===== src/rtl/segment_seq.sv =====
// Frame sequencer for the digit-segmentation datapath: clear, accumulate, scan, present.
// Optional SEG_AUTO_ACK_EN: result is a one-cycle res_valid_o pulse and res_ready_i is ignored.
module segment_seq #(
    parameter int unsigned SEG_W    = 75,
    parameter int unsigned SEG_HALF = 37,
    parameter int unsigned VTOP     = 150,
    parameter int unsigned VMID     = 225,
    parameter int unsigned VBOT     = 300,
    parameter int unsigned THRESH   = 75
) (
    input  logic        clk_i,
    input  logic        rst_i,
    input  logic [9:0]  hcnt_i,
    input  logic [9:0]  vcnt_i,
    output logic        acc_clr_o,
    output logic        acc_en_o,
    output logic [2:0]  acc_seg_o,
    output logic [1:0]  acc_quad_o,
    output logic [4:0]  rd_sel_o,
    input  logic [13:0] rd_sum_i,
    output logic [23:0] res_pattern_o,
    output logic        res_valid_o,
    input  logic        res_ready_i,
    output logic        busy_o,
    output logic        overrun_o
);

    localparam int unsigned NSEG = 6;

    localparam logic [10:0] SegW    = 11'(SEG_W);
    localparam logic [10:0] SegHalf = 11'(SEG_HALF);
    localparam logic [9:0]  VTopV   = 10'(VTOP);
    localparam logic [9:0]  VMidV   = 10'(VMID);
    localparam logic [9:0]  VBotV   = 10'(VBOT);
    localparam logic [13:0] ThreshV = 14'(THRESH);
    localparam logic [4:0]  LastIdx = 5'd23;
    localparam logic [4:0]  ScanEnd = 5'd24;

    typedef enum logic [2:0] {
        StIdle,
        StClear,
        StAccum,
        StScan,
        StPresent
    } state_e;

    function automatic logic [10:0] seg_x0(input int unsigned s);
        case (s)
            0:       seg_x0 = 11'd50;
            1:       seg_x0 = 11'd140;
            2:       seg_x0 = 11'd230;
            3:       seg_x0 = 11'd335;
            4:       seg_x0 = 11'd425;
            default: seg_x0 = 11'd515;
        endcase
    endfunction

    state_e      state_q, state_d;
    logic [4:0]  cnt_q, cnt_d;
    logic [23:0] scan_q, scan_d;
    logic [23:0] pat_q, pat_d;
    logic        ovr_q, ovr_d;
    logic        en_q, en_d;
    logic [2:0]  seg_q, seg_d;
    logic [1:0]  quad_q, quad_d;

    logic        fs;
    logic [10:0] hx;
    logic        in_win;
    logic        lower;
    logic        past_bot;
    logic        sum_on;
    logic        hit;
    logic [2:0]  hit_seg;
    logic        hit_right;

    assign fs       = (hcnt_i == 10'd0) && (vcnt_i == 10'd0);
    assign hx       = {1'b0, hcnt_i};
    assign in_win   = (vcnt_i > VTopV) && (vcnt_i <= VBotV);
    assign lower    = vcnt_i > VMidV;
    assign past_bot = vcnt_i > VBotV;
    assign sum_on   = rd_sum_i >= ThreshV;

    // Spans are disjoint, so at most one segment matches.
    always_comb begin
        hit       = 1'b0;
        hit_seg   = 3'd0;
        hit_right = 1'b0;
        for (int unsigned s = 0; s < NSEG; s++) begin
            if ((hx > seg_x0(s)) && (hx < seg_x0(s) + SegW)) begin
                hit       = 1'b1;
                hit_seg   = 3'(s);
                hit_right = hx > (seg_x0(s) + SegHalf);
            end
        end
    end

`ifdef SEG_AUTO_ACK_EN
    logic unused_ready;
    assign unused_ready = res_ready_i;
`endif

    always_comb begin
        state_d = state_q;
        cnt_d   = cnt_q;
        scan_d  = scan_q;
        pat_d   = pat_q;
        ovr_d   = 1'b0;
        en_d    = 1'b0;
        seg_d   = seg_q;
        quad_d  = quad_q;

        unique case (state_q)
            StIdle: begin
                if (fs) begin
                    state_d = StClear;
                end
            end
            StClear: begin
                state_d = StAccum;
            end
            StAccum: begin
                if (fs) begin
                    ovr_d   = 1'b1;
                    state_d = StClear;
                end else if (past_bot) begin
                    cnt_d   = 5'd0;
                    state_d = StScan;
                end else if (in_win && hit) begin
                    en_d   = 1'b1;
                    seg_d  = hit_seg;
                    quad_d = {lower, hit_right};
                end
            end
            StScan: begin
                if (fs) begin
                    // Partial scan is dropped; the committed pattern is untouched.
                    ovr_d   = 1'b1;
                    state_d = StClear;
                end else begin
                    if (cnt_q != 5'd0) begin
                        scan_d[cnt_q - 5'd1] = sum_on;
                    end
                    if (cnt_q == ScanEnd) begin
                        pat_d   = scan_d;
                        state_d = StPresent;
                    end else begin
                        cnt_d = cnt_q + 5'd1;
                    end
                end
            end
            StPresent: begin
`ifdef SEG_AUTO_ACK_EN
                state_d = fs ? StClear : StIdle;
`else
                // A frame start coinciding with the transfer is not lost.
                if (res_ready_i) begin
                    state_d = fs ? StClear : StIdle;
                end else if (fs) begin
                    ovr_d = 1'b1;
                end
`endif
            end
            default: begin
                state_d = StIdle;
            end
        endcase
    end

    always_ff @(posedge clk_i or posedge rst_i) begin
        if (rst_i) begin
            state_q <= StIdle;
            cnt_q   <= 5'd0;
            scan_q  <= 24'd0;
            pat_q   <= 24'd0;
            ovr_q   <= 1'b0;
            en_q    <= 1'b0;
            seg_q   <= 3'd0;
            quad_q  <= 2'd0;
        end else begin
            state_q <= state_d;
            cnt_q   <= cnt_d;
            scan_q  <= scan_d;
            pat_q   <= pat_d;
            ovr_q   <= ovr_d;
            en_q    <= en_d;
            seg_q   <= seg_d;
            quad_q  <= quad_d;
        end
    end

    assign acc_clr_o     = state_q == StClear;
    assign acc_en_o      = en_q;
    assign acc_seg_o     = seg_q;
    assign acc_quad_o    = quad_q;
    assign rd_sel_o      = ((state_q == StScan) && (cnt_q <= LastIdx)) ? cnt_q : 5'd0;
    assign res_pattern_o = pat_q;
    assign res_valid_o   = state_q == StPresent;
    assign busy_o        = (state_q == StClear) || (state_q == StAccum) || (state_q == StScan);
    assign overrun_o     = ovr_q;

endmodule


===== config.mk =====
export PLATFORM = sky130hd
export DESIGN_NAME = segment_seq
export DESIGN_NICKNAME = d
export VERILOG_FILES = /design/src/rtl/segment_seq.sv
export SDC_FILE = /design/constraint.sdc
export NUM_CORES = 1
export LEC_CHECK = 0
export CAP_MARGIN = 30
export CORE_MARGIN = 1.5
export CORE_UTILIZATION = 45
export CTS_BUF_LIST = sky130_fd_sc_hd__clkbuf_8 sky130_fd_sc_hd__clkbuf_16
export CTS_CLUSTER_DIAMETER = 30
export CTS_CLUSTER_SIZE = 28
export DETAILED_ROUTE_END_ITERATION = 8
export PLACE_DENSITY = 0.74
export REMOVE_ABC_BUFFERS = 1
export SLEW_MARGIN = 10
export SYNTH_ARGS = -nofsm -noshare
export SYNTH_HDL_FRONTEND = slang
export SYNTH_SLANG_ARGS = --single-unit

===== constraint.sdc =====
create_clock -name clk_i -period 2.3 [get_ports clk_i]
set_clock_uncertainty 0.05 [all_clocks]
set_input_delay 0.46 -clock clk_i [delete_from_list [all_inputs] [get_ports clk_i]]
set_output_delay 0.46 -clock clk_i [all_outputs]
set_load 0.005 [all_outputs]

# --- After elaboration in Yosys (flattened, before gate mapping) ---
# Index checks and enable logic that the tools add are counted.
word_totals:
  reg_bits: 63
  output_inout_bits: 39
  elab_cells: 129
op_classes:
  addsub: 8
  magnitude_cmp: 26
  n_eq_ne: 13
  muxes: 48
  bitwise_logic: 2
  n_reduce_logical: 24
op_table:
  columns: ["op", "count"]
  rows:
  - ["$add A11 B6 Y11 const B", 6]
  - ["$gt A10 B11 Y1", 6]
  - ["$mux W11", 6]
  - ["$gt A10 B8 Y1 const B", 4]
  - ["$gt A10 B9 Y1 const B", 3]
  - ["$lt A10 B9 Y1 const B", 3]
  - ["$mux W3", 9]
  - ["$mux W5", 5]
  - ["$bwmux W24", 1]
  - ["$mux W24", 1]
  - ["$mux W1", 21]
  - ["$logic_not A10 Y1", 2]
  - ["$pmux W3 S5", 1]
  - ["$ge A14 B7 Y1 const B", 1]
  - ["$logic_and A1 B1 Y1", 11]
  - ["$gt A10 B10 Y1 const B", 1]
  - ["$gt A10 B6 Y1 const B", 1]
  - ["$le A10 B9 Y1 const B", 1]
  - ["$lt A10 B10 Y1 const B", 1]
  - ["$lt A10 B7 Y1 const B", 1]
  - ["$lt A10 B8 Y1 const B", 1]
  - ["$ne A2 B2 Y1 const B", 5]
  - ["$pmux W5 S2", 1]
  - ["$reduce_and A4 Y1", 2]
  - ["other kinds (23)", 27]

# --- Logic depth before layout (Yosys ltp) ---
logic_depth:
  depth_word: 13
  mapped_depth: 10
  ltp_nobuf: 8

# --- Least setup slack after synthesis ---
# OpenSTA, ideal clock, no wires.
synth_path:
  path_type: "flip-flop to flip-flop"
  start: "register cnt_q[0]"
  end: "register scan_q[12]"
  setup_time_ns: 0.125
  t_arrival_ns: 2.280
  required_ns: 2.125
  setup_slack_ns: -0.155
  path_stages_with_launch: 11
  cell_sequence: "dfrtp_1 -> clkbuf_1 -> inv_1 -> ha_1 -> nor2b_1 -> nand2_1 -> nand2_1 -> or3_1 -> clkbuf_1 -> nor2_1 -> mux2_2"
synth_via:
  elab_chain_cells: 7
  elab_cells_between_ends: 9
synth_rtl:
  columns: ["item", "line_no", "rtl"]
  rows:
  - ["start: declaration", "59", "logic [4:0] cnt_q, cnt_d;"]
  - ["start signal: assignment", "182", "cnt_q <= cnt_d;"]
  - ["$sub A5 B1 Y5", "142", "scan_d[cnt_q - 5'd1] = sum_on;"]
  - ["$lt A5 B6 Y1 (implied by the code) / $ge A5 B1 Y1 (equally long branches)", "142", null]
  - ["$logic_and A1 B1 Y1 (implied by the code)", "142", null]
  - ["$mux W1 (implied by the code)", "142", null]
  - ["$demux W1 S5", "142", null]
  - ["$bwmux W24", "142", null]
  - ["$mux W24 (*)", "141", "if (cnt_q != 5'd0) begin"]
  - ["end signal: assignment", "183", "scan_q <= scan_d;"]
  - ["end: declaration", "60", "logic [23:0] scan_q, scan_d;"]
# Mark *: on every way between the ends. The rest lies on a longest branch, timed or not.
# A chain may end at the register's enable or synchronous reset.

# --- Worst setup path after layout ---
layout_path:
  start: "input port hcnt_i[2]"
  end: "register quad_q[1] (netlist: acc_quad_o[1])"
layout_via:
  elab_chain_cells: 10
  elab_cells_between_ends: 29
layout_rtl:
  columns: ["item", "line_no", "rtl"]
  rows:
  - ["start: declaration", "13", "input logic [9:0] hcnt_i,"]
  - ["$gt A10 B6 Y1 / $lt A10 B7 Y1 (equally long branches)", "90", "if ((hx > seg_x0(s)) && (hx < seg_x0(s) + SegW)) begin"]
  - ["$logic_and A1 B1 Y1", "90", null]
  - ["$mux W1 (6 in series)", "90", null]
  - ["$logic_and A1 B1 Y1", "129", "end else if (in_win && hit) begin"]
  - ["$reduce_and A4 Y1 (no line) (*)", null, null]
  - ["end signal: assignment", "188", "quad_q <= quad_d;"]
  - ["end: declaration", "65", "logic [1:0] quad_q, quad_d;"]
# Marked as above.

==> summary.md <==
| Metric | Value |
|---|---|
| Status | `finished, final reports clean` |
| PD cells | `a little over 800 nW/um^2` |
| Met1 Track Usage GR | `0.294` |
| Fin Hold WS | `0.375 ns` |
| WL/cell | `between 15 and 20 um` |
| CTS tree | `built` |
| CORE AREA | `just over 8000 sq um` |
| Initial DRT Pass Iterations | `4` |
| Initial antenna violation count | `0` |
| Pin count of the biggest net entering global routing | `49` |
| H-tree depth | `3` |
| Reg-to-Reg Start | `cnt_q[0]$_DFFE_PP0P_` |
| Routability cong. | `approximately 0.92` |
| DIE AREA | `9030 sq um` |
| Vias in the first global route | `approximately 3500` |
| Initial core utilization | `0.464` |
| CP arrival | `between 2 and 2.5 ns` |
| Worst path max stage delay | `between 0.5 and 0.6 ns` |
| ANT nets after route | `0` |
| Final setup violation count | `0` |
| Met2 usage in global routing | `0.402` |
| RSZ-0062 raised after global routing | `yes` |
| Crit path launch | `hcnt_i[2]` |
| Critical Path End Type | `flop` |
| Drt drc | `0` |
| Setup ws final | `between 0.015 and 0.02 ns` |
| # rows | `33` |
| Mapped Area | `3810 sq um` |
| Grt total ovfl | `0` |
| Clock Pin Slew Worst Setup and Hold Paths | `~0.08 ns` |
| Largest area contributor in the netlist | `dfrtp_1` |
| Post-synthesis register bit count | `between 60 and 70` |
| Critical Path Fanout Max | `4` |
| Fin. Hold Viols | `0` |
| Leading cell type in the layout, fill and taps excluded | `buf_4` |
| Top_reg_cell synth | `dfrtp_1` |
| Worst skew pair latency | `0.35 ns` |
| Max-cap viol count | `0` |
| Final net count | `602` |
| Post-synth top area share | `0.414` |
| TritonCTS sink count | `63` |
| Layout cells sized above 1 | `0.277` |
| CP Launch Type | `input port` |
| Total CTS buffers | `9` |
| Async SR Flop Fraction | `1.00` |
| Yosys cell types | `55` |
| Family with the most delay on the worst path | `simple AND/OR/NAND/NOR gates` |
| First-pass GRT wire length | `16500 um` |
| EDFF count, synth | `0` |
| Port Buffer Count | `75` |
| WP data required | `roughly 2.5 ns` |
| Crit path time final | `around 2.3 ns` |
| Relative slew slack | `0.632` |
| # diodes | `0` |
| Critical-path cell with the highest stage delay | `or4b_4` |
| Via count | `between 3000 and 4000` |
| Routed wire length | `just over 10000 um` |
| Fmax | `~0.44 GHz` |
| Period utilisation layout | `0.993` |
| Die width | `95.0 um` |
| Post-Place Worst Slack | `-0.608 ns` |
| GR Util met3 | `0.0494` |
| Ordered cell list for the critical path | `clkdlybuf4s15_1, or4b_4, o311ai_4, nor3b_2, or3_1, o21a_4, mux2_4` |
| Initial drt markers | `~150` |
| Pleak | `between 2 and 2.5 nW` |
| Chip height | `between 90 and 100 um` |
| Yosys warning count | `0` |
| Hold WC Path Type | `in2async` |
| Synthesis-to-finish area growth | `46.5%` |
| Worst path bufs/invs | `1` |
| Slew at the pin closest to its max-slew limit | `0.553 ns` |
| All-Layer GR Usage | `0.236` |
| Area contributors post-synth | `dfrtp_1, mux2_2, mux2i_1` |
| Hpwl dp | `7450 um` |
| Critical path class | `in2reg` |
| Post-synthesis sequential area ratio | `0.414` |
| Max rail drop VDD | `just over 0.0005 V` |
| Root cell of the clock tree | `clkbuf_8` |
| Max-slew violations | `0` |
| GRT Max-Usage Layer | `met2` |
| Mapped Avg Cell Area | `just under 9 sq um` |
| Routed vias/inst | `5.45` |
| Post-Syn Instances | `approximately 430` |
| # IOs | `between 70 and 80` |
| Most frequent cells in the layout | `buf_4, nor2_1, dfrtp_1, clkdlybuf4s50_1, nand2_1` |
| Final Core Density | `0.680` |
| Clk buf depth | `2` |
==> sequential cells by signal, indices dropped and copies added (netlist names) <==
name	count
cnt_q	5
scan_q	24
state_q	3
acc_en_o	1
acc_seg_o	3
res_pattern_o	24
acc_quad_o	2
overrun_o	1
==> layer usage <==
layer	vias up	share of wire	wire length (um)
met2	81	0.50	5170
met5	-	0	0
li1	1787	-	-
met1	1763	0.44	4480
met4	0	0.016	160
met3	16	0.045	467
==> path summary, 6_finish.rpt <==
kind | end | slack, ns | cells after the start
worst max-delay path | acc_quad_o[1]$_DFFE_PP0P_ | 0.02 | 7
worst min-delay path | res_pattern_o[6]$_DFFE_PP0P_ | 0.38 | 2
worst max register to register | scan_q[6]$_DFFE_PP0P_ | 0.06 | 9
worst min register to register | res_pattern_o[0]$_DFFE_PP0P_ | 0.43 | 2
max in group asynchronous | cnt_q[0]$_DFFE_PP0P_ | 1.23 | 3
min in group clk_i | res_pattern_o[0]$_DFFE_PP0P_ | 0.43 | 2
==> through the flow <==
step / instances / instance area, sq um / TNS [ns] / power, mW
after floorplan: 401 / 3680 / -3.59 / 2.37
after global routing: 669 / 5580 / -0.0521 / 4.89
final: 669 / 5580 / 0 / 4.61
after global placement: 648 / 5120 / -20.06 / 3.27
after CTS: 669 / 5460 / -0.0112 / 4.52
after detailed placement: 648 / 5120 / -22.30 / 3.33
==> power breakdown <==
group | leakage (nW) | total, mW | internal (mW) | switching (mW)
combinational | 1.45 | 2.13 | 1.02 | 1.11
clock | 0.109 | 1.10 | 0.644 | 0.459
sequential | 0.725 | 1.37 | 1.25 | 0.117
==> final cells by class <==
type | instances | area, sq um
Clock buffer | 10 | 138
Clock inverter | 6 | 92.6
Fill cell | 632 | 2630
Inverter | 11 | 41.3
Multi-Input combinational cell | 327 | 2240
Sequential cell | 63 | 1580
Tap cell | 105 | 131
Timing Repair Buffer | 147 | 1360
==> kinds of logic after synthesis <==
kind of cell,Yosys count,synth area share
flip-flops,63,0.414
multiplexers,53,0.151
buffers and inverters,43,0.0446
AO/OA/AOI/OAI,91,0.151
AND/OR/NAND/NOR,177,0.220
adder cells (fa/ha/maj),6,0.0197
==> synthesized netlist by cell type, drive strengths merged, types with 6 or more instances <==
cell / n
a21oi: 13
nor3: 9
nand2: 40
nand3: 13
or3: 8
mux2i: 26
nor2b: 9
mux2: 27
clkbuf: 29
o21ai: 37
ha: 6
inv: 11
nor2: 67
dfrtp: 63
==> what timing repair did <==
action	in CTS	in global routing
hold buffers	0	0
gates resized for setup	30	37
buffers inserted	5	0
setup endpoints to repair	43	65
pin swaps	11	5
Note: power is estimated with default switching activity, not from simulation.
